### src/rtl/f3_pd_pkg.sv
// f3_pd_pkg: shared types and constants for the F3 predecode consumer.
//   Fetch/RAS geometry, brType encodings, prediction kinds,
//   RAS entry layout and the registered prediction record.
package f3_pd_pkg;

  localparam int FETCH_WIDTH = 16;   // predecode slots per block, 2 bytes each
  localparam int RAS_DEPTH   = 16;   // stack entries, power of 2
  localparam int VADDR_W     = 39;
  localparam int CTR_W       = 3;    // recursion counter per entry

  localparam int IDX_W = $clog2(FETCH_WIDTH);
  localparam int SP_W  = $clog2(RAS_DEPTH);

  localparam logic [1:0] BR_NONE = 2'b00;
  localparam logic [1:0] BR_COND = 2'b01;
  localparam logic [1:0] BR_JAL  = 2'b10;
  localparam logic [1:0] BR_JALR = 2'b11;

  localparam logic [1:0] KIND_NONE = 2'd0;
  localparam logic [1:0] KIND_CALL = 2'd1;
  localparam logic [1:0] KIND_RET  = 2'd2;
  localparam logic [1:0] KIND_JUMP = 2'd3;

  typedef struct packed {
    logic [VADDR_W-1:0] addr;
    logic [CTR_W-1:0]   ctr;
  } ras_entry_t;

  typedef struct packed {
    logic               hit;
    logic [IDX_W-1:0]   idx;
    logic [1:0]         kind;
    logic               tgtValid;
    logic [VADDR_W-1:0] target;
  } pred_rec_t;

endpackage

### src/rtl/f3_ras_stack.sv
// f3_ras_stack: circular return-address stack with per-entry recursion counters.
//   clock, reset    : clock, async active-low reset
//   doPush/pushAddr : push a return address (merges into top on repeat call)
//   doPop           : pop top; both together = pop then push on post-pop state
//   topValid/topAddr: combinational view of the current top (before this cycle's op)
module f3_ras_stack
  import f3_pd_pkg::*;
(
  input  logic               clock,
  input  logic               reset,
  input  logic               doPush,
  input  logic               doPop,
  input  logic [VADDR_W-1:0] pushAddr,
  output logic               topValid,
  output logic [VADDR_W-1:0] topAddr
);

  localparam logic [CTR_W-1:0] CTR_MAX   = '1;
  localparam logic [CTR_W-1:0] CTR_ONE   = CTR_W'(1);
  localparam logic [SP_W-1:0]  SP_ONE    = SP_W'(1);
  localparam logic [SP_W:0]    CNT_ONE   = (SP_W+1)'(1);
  localparam logic [SP_W:0]    DEPTH_CNT = (SP_W+1)'(RAS_DEPTH);

  ras_entry_t [RAS_DEPTH-1:0] entries, entriesNxt;
  logic [SP_W-1:0] sp, spNxt, midSp;
  logic [SP_W:0]   count, countNxt, midCount;
  ras_entry_t      top, midTop;

  // sp always points at the current top entry
  assign top      = entries[sp];
  assign topValid = (count != '0);
  assign topAddr  = top.addr;

  // Pop first into the mid* state, then apply the push to that state, so a
  // call+ret in the same slot behaves as a coroutine swap.
  always_comb begin
    entriesNxt = entries;
    midSp      = sp;
    midCount   = count;
    if (doPop && topValid) begin
      if (top.ctr != '0) entriesNxt[sp].ctr = top.ctr - CTR_ONE;
      else begin
        midSp    = sp - SP_ONE;
        midCount = count - CNT_ONE;
      end
    end
    midTop   = entriesNxt[midSp];
    spNxt    = midSp;
    countNxt = midCount;
    if (doPush) begin
      if (midCount != '0 && midTop.addr == pushAddr && midTop.ctr != CTR_MAX) begin
        entriesNxt[midSp].ctr = midTop.ctr + CTR_ONE;
      end else begin
        // when full, the increment lands on the oldest entry and replaces it
        spNxt             = midSp + SP_ONE;
        entriesNxt[spNxt] = '{addr: pushAddr, ctr: '0};
        countNxt          = (midCount == DEPTH_CNT) ? DEPTH_CNT : midCount + CNT_ONE;
      end
    end
  end

  always_ff @(posedge clock or negedge reset) begin
    if (!reset) begin
      entries <= '0;
      sp      <= '0;
      count   <= '0;
    end else begin
      entries <= entriesNxt;
      sp      <= spNxt;
      count   <= countNxt;
    end
  end

endmodule

### src/rtl/f3_ras_updater.sv
// f3_ras_updater: F3 predecode consumer. Picks the first jal/jalr in the valid
// slots of a fetch block, updates the RAS, and emits a registered prediction.
//   clock, reset           : clock, async active-low reset
//   io_in_*                : predecode bundle (valid/ready), pc, mask, per-slot pd
//   io_flush               : kills the pending record and blocks acceptance
//   io_out_*               : prediction record (valid/ready): hit, idx, kind,
//                            tgt_valid, target (popped return address)
module f3_ras_updater
  import f3_pd_pkg::*;
(
  input  logic                     clock,
  input  logic                     reset,
  input  logic                     io_in_valid,
  output logic                     io_in_ready,
  input  logic [VADDR_W-1:0]       io_in_pc,
  input  logic [FETCH_WIDTH-1:0]   io_in_mask,
  input  logic [2*FETCH_WIDTH-1:0] io_in_pd_brType,
  input  logic [FETCH_WIDTH-1:0]   io_in_pd_isCall,
  input  logic [FETCH_WIDTH-1:0]   io_in_pd_isRet,
  input  logic [FETCH_WIDTH-1:0]   io_in_pd_isRVC,
  input  logic                     io_flush,
  output logic                     io_out_valid,
  input  logic                     io_out_ready,
  output logic                     io_out_hit,
  output logic [IDX_W-1:0]         io_out_idx,
  output logic [1:0]               io_out_kind,
  output logic                     io_out_tgt_valid,
  output logic [VADDR_W-1:0]       io_out_target
);

  logic [FETCH_WIDTH-1:0]              isJump;
  logic [FETCH_WIDTH-1:0][VADDR_W-1:0] retAddr;
  logic                                hit;
  logic [IDX_W-1:0]                    sel;
  logic                                selCall, selRet;
  logic                                fire, doPush, doPop;
  logic                                topValid;
  logic [VADDR_W-1:0]                  topAddr;
  pred_rec_t                           rec, recNxt;
  logic                                outValid;

  // Per-slot jump detect and return address (adder wraps at VADDR_W).
  for (genvar i = 0; i < FETCH_WIDTH; i++) begin : gSlot
    logic [1:0] bt;
    assign bt         = io_in_pd_brType[2*i +: 2];
    assign isJump[i]  = io_in_mask[i] & ((bt == BR_JAL) | (bt == BR_JALR));
    assign retAddr[i] = io_in_pc + VADDR_W'(2*i)
                      + (io_in_pd_isRVC[i] ? VADDR_W'(2) : VADDR_W'(4));
  end

  // Lowest set slot wins: scan high to low so the last write is the lowest.
  always_comb begin
    hit = 1'b0;
    sel = '0;
    for (int i = FETCH_WIDTH-1; i >= 0; i--) begin
      if (isJump[i]) begin
        hit = 1'b1;
        sel = IDX_W'(i);
      end
    end
  end

  assign selCall     = io_in_pd_isCall[sel];
  assign selRet      = io_in_pd_isRet[sel];
  assign io_in_ready = (!outValid | io_out_ready) & !io_flush;
  assign fire        = io_in_valid & io_in_ready;
  assign doPop       = fire & hit & selRet;
  assign doPush      = fire & hit & selCall;

  f3_ras_stack uStack (
    .clock    (clock),
    .reset    (reset),
    .doPush   (doPush),
    .doPop    (doPop),
    .pushAddr (retAddr[sel]),
    .topValid (topValid),
    .topAddr  (topAddr)
  );

  // Return takes precedence over call for the reported kind.
  always_comb begin
    recNxt = '0;
    if (hit) begin
      recNxt.hit = 1'b1;
      recNxt.idx = sel;
      if (selRet) begin
        recNxt.kind     = KIND_RET;
        recNxt.tgtValid = topValid;
        recNxt.target   = topValid ? topAddr : '0;
      end else if (selCall) begin
        recNxt.kind = KIND_CALL;
      end else begin
        recNxt.kind = KIND_JUMP;
      end
    end
  end

  // Record fields hold after valid drops; only a new fire replaces them.
  always_ff @(posedge clock or negedge reset) begin
    if (!reset) begin
      outValid <= 1'b0;
      rec      <= '0;
    end else if (fire) begin
      outValid <= 1'b1;
      rec      <= recNxt;
    end else if (io_out_ready || io_flush) begin
      outValid <= 1'b0;
    end
  end

  assign io_out_valid     = outValid;
  assign io_out_hit       = rec.hit;
  assign io_out_idx       = rec.idx;
  assign io_out_kind      = rec.kind;
  assign io_out_tgt_valid = rec.tgtValid;
  assign io_out_target    = rec.target;

endmodule
### config.mk
export PLATFORM = sky130hd
export DESIGN_NAME = f3_ras_updater
export DESIGN_NICKNAME = d
export VERILOG_FILES = /design/src/rtl/f3_pd_pkg.sv /design/src/rtl/f3_ras_stack.sv /design/src/rtl/f3_ras_updater.sv
export SDC_FILE = /design/constraint.sdc
export NUM_CORES = 2
export LEC_CHECK = 0
export ABC_AREA = 0
export CORE_ASPECT_RATIO = 0.75
export CORE_MARGIN = 5
export CORE_UTILIZATION = 25
export DETAILED_ROUTE_END_ITERATION = 10
export GPL_TIMING_DRIVEN = 1
export SLEW_MARGIN = 20
export SYNTH_ARGS = -nofsm -noshare
export SYNTH_HDL_FRONTEND = slang
export SYNTH_SLANG_ARGS = --single-unit
### constraint.sdc
create_clock -name clock -period 10.9 [get_ports clock]
set_input_delay 2.725 -clock clock [delete_from_list [all_inputs] [get_ports clock]]
set_output_delay 2.725 -clock clock [all_outputs]
set_load 0.1 [all_outputs]
==> out/metrics.yaml <==
cts-hold-fix-buffers: 0
viasPerCell: 5.96
synth.cell_area_um2: 46100
clk_path_buf_depth: 3
worst_r2r_endpoint: "uStack.entries[497]"
worst_r2r_startpoint: "uStack.sp[1]"
layout_min_cycle_time_ns: 10.02
resized_after_cts: 0
yosys_warnings: 0
grt_remaining_overflow: 0
route.detailed.drc: 0
reg2reg_depth: 22
slew-limit-headroom: 0.0916
fin_worst_skew_ns: 0.0450
portBuffers: 172
p_total_mw: 18.7
area_delta_synth_final_pct: 18.1
route.antenna.remaining_nets: 0
type_of_the_setup_path_with_the_least_slack: "in2reg"
fraction_of_final_layout_cells_with_drive_strength_greater_than_1: 0.187
critical_path.cell_chain: "clkdlybuf4s50_1, nand2_1, a32oi_1, o2111ai_2, o21ai_4, mux4_2, a22oi_4, a21oi_4, xnor2_4, buf_4, nand2_1, o21ai_0, o21ai_0, and4b_1, and4b_1, and3_2, nor3_2, buf_4, a2bb2oi_1"
ys_async_sr_fraction: 1.00
r2r_setup_slack_ns: 2.30
worst_vdd_rail_ir_drop_v: 0.000309
hp-start: "io_out_tgt_valid"
final-setup-viol-count: 0
tritoncts: "yes"
holdWs_ns: 0.483
register_bit_total_from_synthesis: 729
worst-slew-pin-transition_ns: 1.36
hold_class: "reg2reg"
grt_start_max_net_pins: 155
synthesis.instances: 4266
boundaryPins: 189
drtPass1Iterations: 8
netlist.top_cell.by_area: "dfrtp_1"
worst_ep_arrival_time_ns: 10.62
clk-insertion-delay-late_ns: 0.70
cts.reportedPaths.clkPinSlew_ns: 0.06
yosysUniqueCellTypes: 95
unrepaired_setup_endpoints_after_global_routing: "no"
min_to: "io_out_tgt_valid"
cp.buffers_inverters: 3
net_count_of_the_mapped_netlist: 4501
status: "completed"
die_y_um: 382
final_setup_slack_of_the_worst_path_ns: 0.877
fillCellCount: 18600
grt_overall_usage: 0.196
max_freq_mhz: 99.8
power_per_cell_area_nw_per_um2: 343
timing.critical_path.slowest_stage_cell: "nor3_2"
design.die.area_um2: 193000
ys_seq_area_frac: 0.396
tritoncts.num_buffers: 80
post_cts.repair.setup_buffers: 0
static-leakage-power_nw: 22.5
number_of_antenna_violations_at_the_first_check_in_global_routing: 21
crit_path_start_kind: "input port"
final_worst_path_cycle_share: 0.920
kind_of_capture_point_of_the_worst_setup_path: "flop"
standard_cell_core_area_um2: 183000
first_global_vias: 39400
finalWeightedCongestion: 0.931
crit_fanout: 13
critical_path.top_delay_family: "compound AO/OA/AOI/OAI gates"
postRouteWirelength_mm: 197
num_vias: 40900
synth_top_cells_by_area: "dfrtp_1 (40%), mux4_2 (12%), mux2i_1 (6.3%)"
routedWlPerCell_um: 28.6
dieWidth_um: 506
yosys.area.top_type_share: 0.396
synthFlopType: "dfrtp_1"
grt_first_pass_wirelength_mm: 285
hpwlAfterDp_mm: 133
cts_htree_levels: 3
layout.cell_area.non_filler_um2: 54400
tns_ns: 0
placed_cell_area_um2: 51700
slew_viol_final: 0
critical_path.max_stage_delay_ns: 1.10
synth_enable_flop_cells: 0
syn_avg_cell_area_um2: 10.8
num-nets-final: 4621
hold_violations: 0
tritoncts_num_sinks: 729
timing.critical_path.required_ns: 11.50
maxCapViolCount: 0
drtIter0Drc: 5538
starting_density: 0.251
hold_critical_path_depth: 2
floorplan.rows: 136
placement.setup.worst_slack_ns: 0.443
clock-root-buffer: "clkbuf_16"
## state kept, by name, indices dropped and copies added (netlist names)
register / flops
uStack.sp: 4
io_out_tgt_valid: 1
io_out_hit: 1
io_out_idx: 4
uStack.entries: 672
io_out_valid: 1
io_out_kind: 2
io_out_target: 39
uStack.count: 5
## cells by family after synthesis
kind of cell             count (synthesis)  share of synthesized area
multiplexers                           702                      0.224
buffers and inverters                  461                     0.0413
XOR/XNOR                                99                     0.0193
adder cells (fa/ha/maj)                 95                     0.0284
AND/OR/NAND/NOR                       1038                      0.100
flip-flops                             729                      0.396
AO/OA/AOI/OAI                         1142                      0.191
## worst min-delay path, stage by stage, from the launching register on
cell	delay, ns
dfrtp_1	0.34
nand2_1	0.05
nand2_1	0.06
## metrics by stage
step | instances | utilization
2_1_floorplan | 4266 | -
3_3_place_gp | 6719 | 0.282
3_5_place_dp | 6719 | 0.282
4_1_cts | 6862 | 0.297
5_1_grt | 6863 | 0.297
6_report | 6873 | 0.297
## cell usage after synthesis (11+ instances only)
| cell | instances |
|---|---|
| o22ai_1 | 69 |
| xor2_1 | 42 |
| inv_1 | 100 |
| xnor2_1 | 54 |
| nor2b_1 | 11 |
| a211oi_1 | 39 |
| nand2_1 | 440 |
| a22o_1 | 130 |
| a2bb2oi_1 | 300 |
| clkbuf_1 | 178 |
| mux4_2 | 245 |
| o2bb2ai_1 | 32 |
| mux2_2 | 161 |
| o211ai_1 | 31 |
| nand3_1 | 121 |
| nor4_1 | 11 |
| mux2i_1 | 291 |
| and2_1 | 18 |
| o21ai_0 | 71 |
| nand4_1 | 39 |
| a32oi_1 | 37 |
| a21oi_1 | 174 |
| nor2_1 | 256 |
| and3_1 | 30 |
| a2111oi_0 | 12 |
| o32ai_1 | 12 |
| nor3_1 | 59 |
| a311oi_1 | 12 |
| dfrtp_1 | 729 |
| ha_1 | 79 |
| fa_1 | 16 |
| buf_2 | 97 |
| buf_1 | 73 |
| a31oi_1 | 19 |
| a22oi_1 | 32 |
| o22a_1 | 77 |
## final cells by class
type,instances,area [um2],share of cell area
repair buffers,396,3870,0.0712
inverters,103,388,0.00713
clock buffers,113,2330,0.0428
well taps,2415,3020,0.0555
clock inverters,30,319,0.00586
flip-flops and latches,729,18300,0.336
multi-input cells,3076,26200,0.481
diodes,11,27.5,0.000506
## cell usage in the layout, fill, tap and decap left out, types with 14 or more instances in the layout
master	count
a211oi_1	39
a21oi_1	172
a22o_1	130
a22oi_1	32
a2bb2oi_1	300
a31oi_1	19
a32oi_1	37
and2_1	18
and3_1	29
buf_12	37
buf_4	186
clkbuf_16	80
clkbuf_8	20
clkdlybuf4s50_1	171
clkinv_2	14
dfrtp_1	725
fa_1	16
ha_1	78
inv_1	99
mux2_2	161
mux2i_1	291
mux4_2	245
nand2_1	435
nand3_1	120
nand4_1	39
nor2_1	248
nor3_1	46
o211ai_1	31
o21ai_0	71
o22a_1	77
o22ai_1	69
o2bb2ai_1	32
xnor2_1	52
xor2_1	41
## power breakdown
part / switching, mW / leakage (nW) / total, mW / internal, mW
Combinational: 6.63 / 11.7 / 10.9 / 4.27
Clock: 1.24 / 1.29 / 2.79 / 1.55
Sequential: 1.12 / 9.48 / 4.98 / 3.86
## layer usage
| metal | vias to the layer above | track usage | wire length, um |
|---|---|---|---|
| met2 | 3028 | 0.273 | 80800 |
| met1 | 20800 | 0.270 | 79500 |
| met4 | 16 | 0.0713 | 7780 |
| met3 | 476 | 0.0813 | 28700 |
| li1 | 16600 | - | - |
| met5 | - | 0.00248 | 155 |
## how the worst max path moves through the flow
stage | slack, ns | end | cells past startpoint | start
after floorplan | 0.95 | uStack.entries[538] | 39 | uStack.sp[0]
after global placement | 0.44 | uStack.entries[206] | 27 | io_in_mask[7]
after detailed placement | 0.44 | uStack.entries[184] | 27 | io_in_pd_brType[15]
after CTS | 1.12 | uStack.entries[184] | 27 | io_in_pd_brType[15]
after global routing | 0.58 | uStack.entries[184] | 26 | io_in_mask[11]
final | 0.88 | uStack.entries[497] | 19 | io_in_pd_brType[15]
Note: power is estimated with default switching activity, not from simulation.
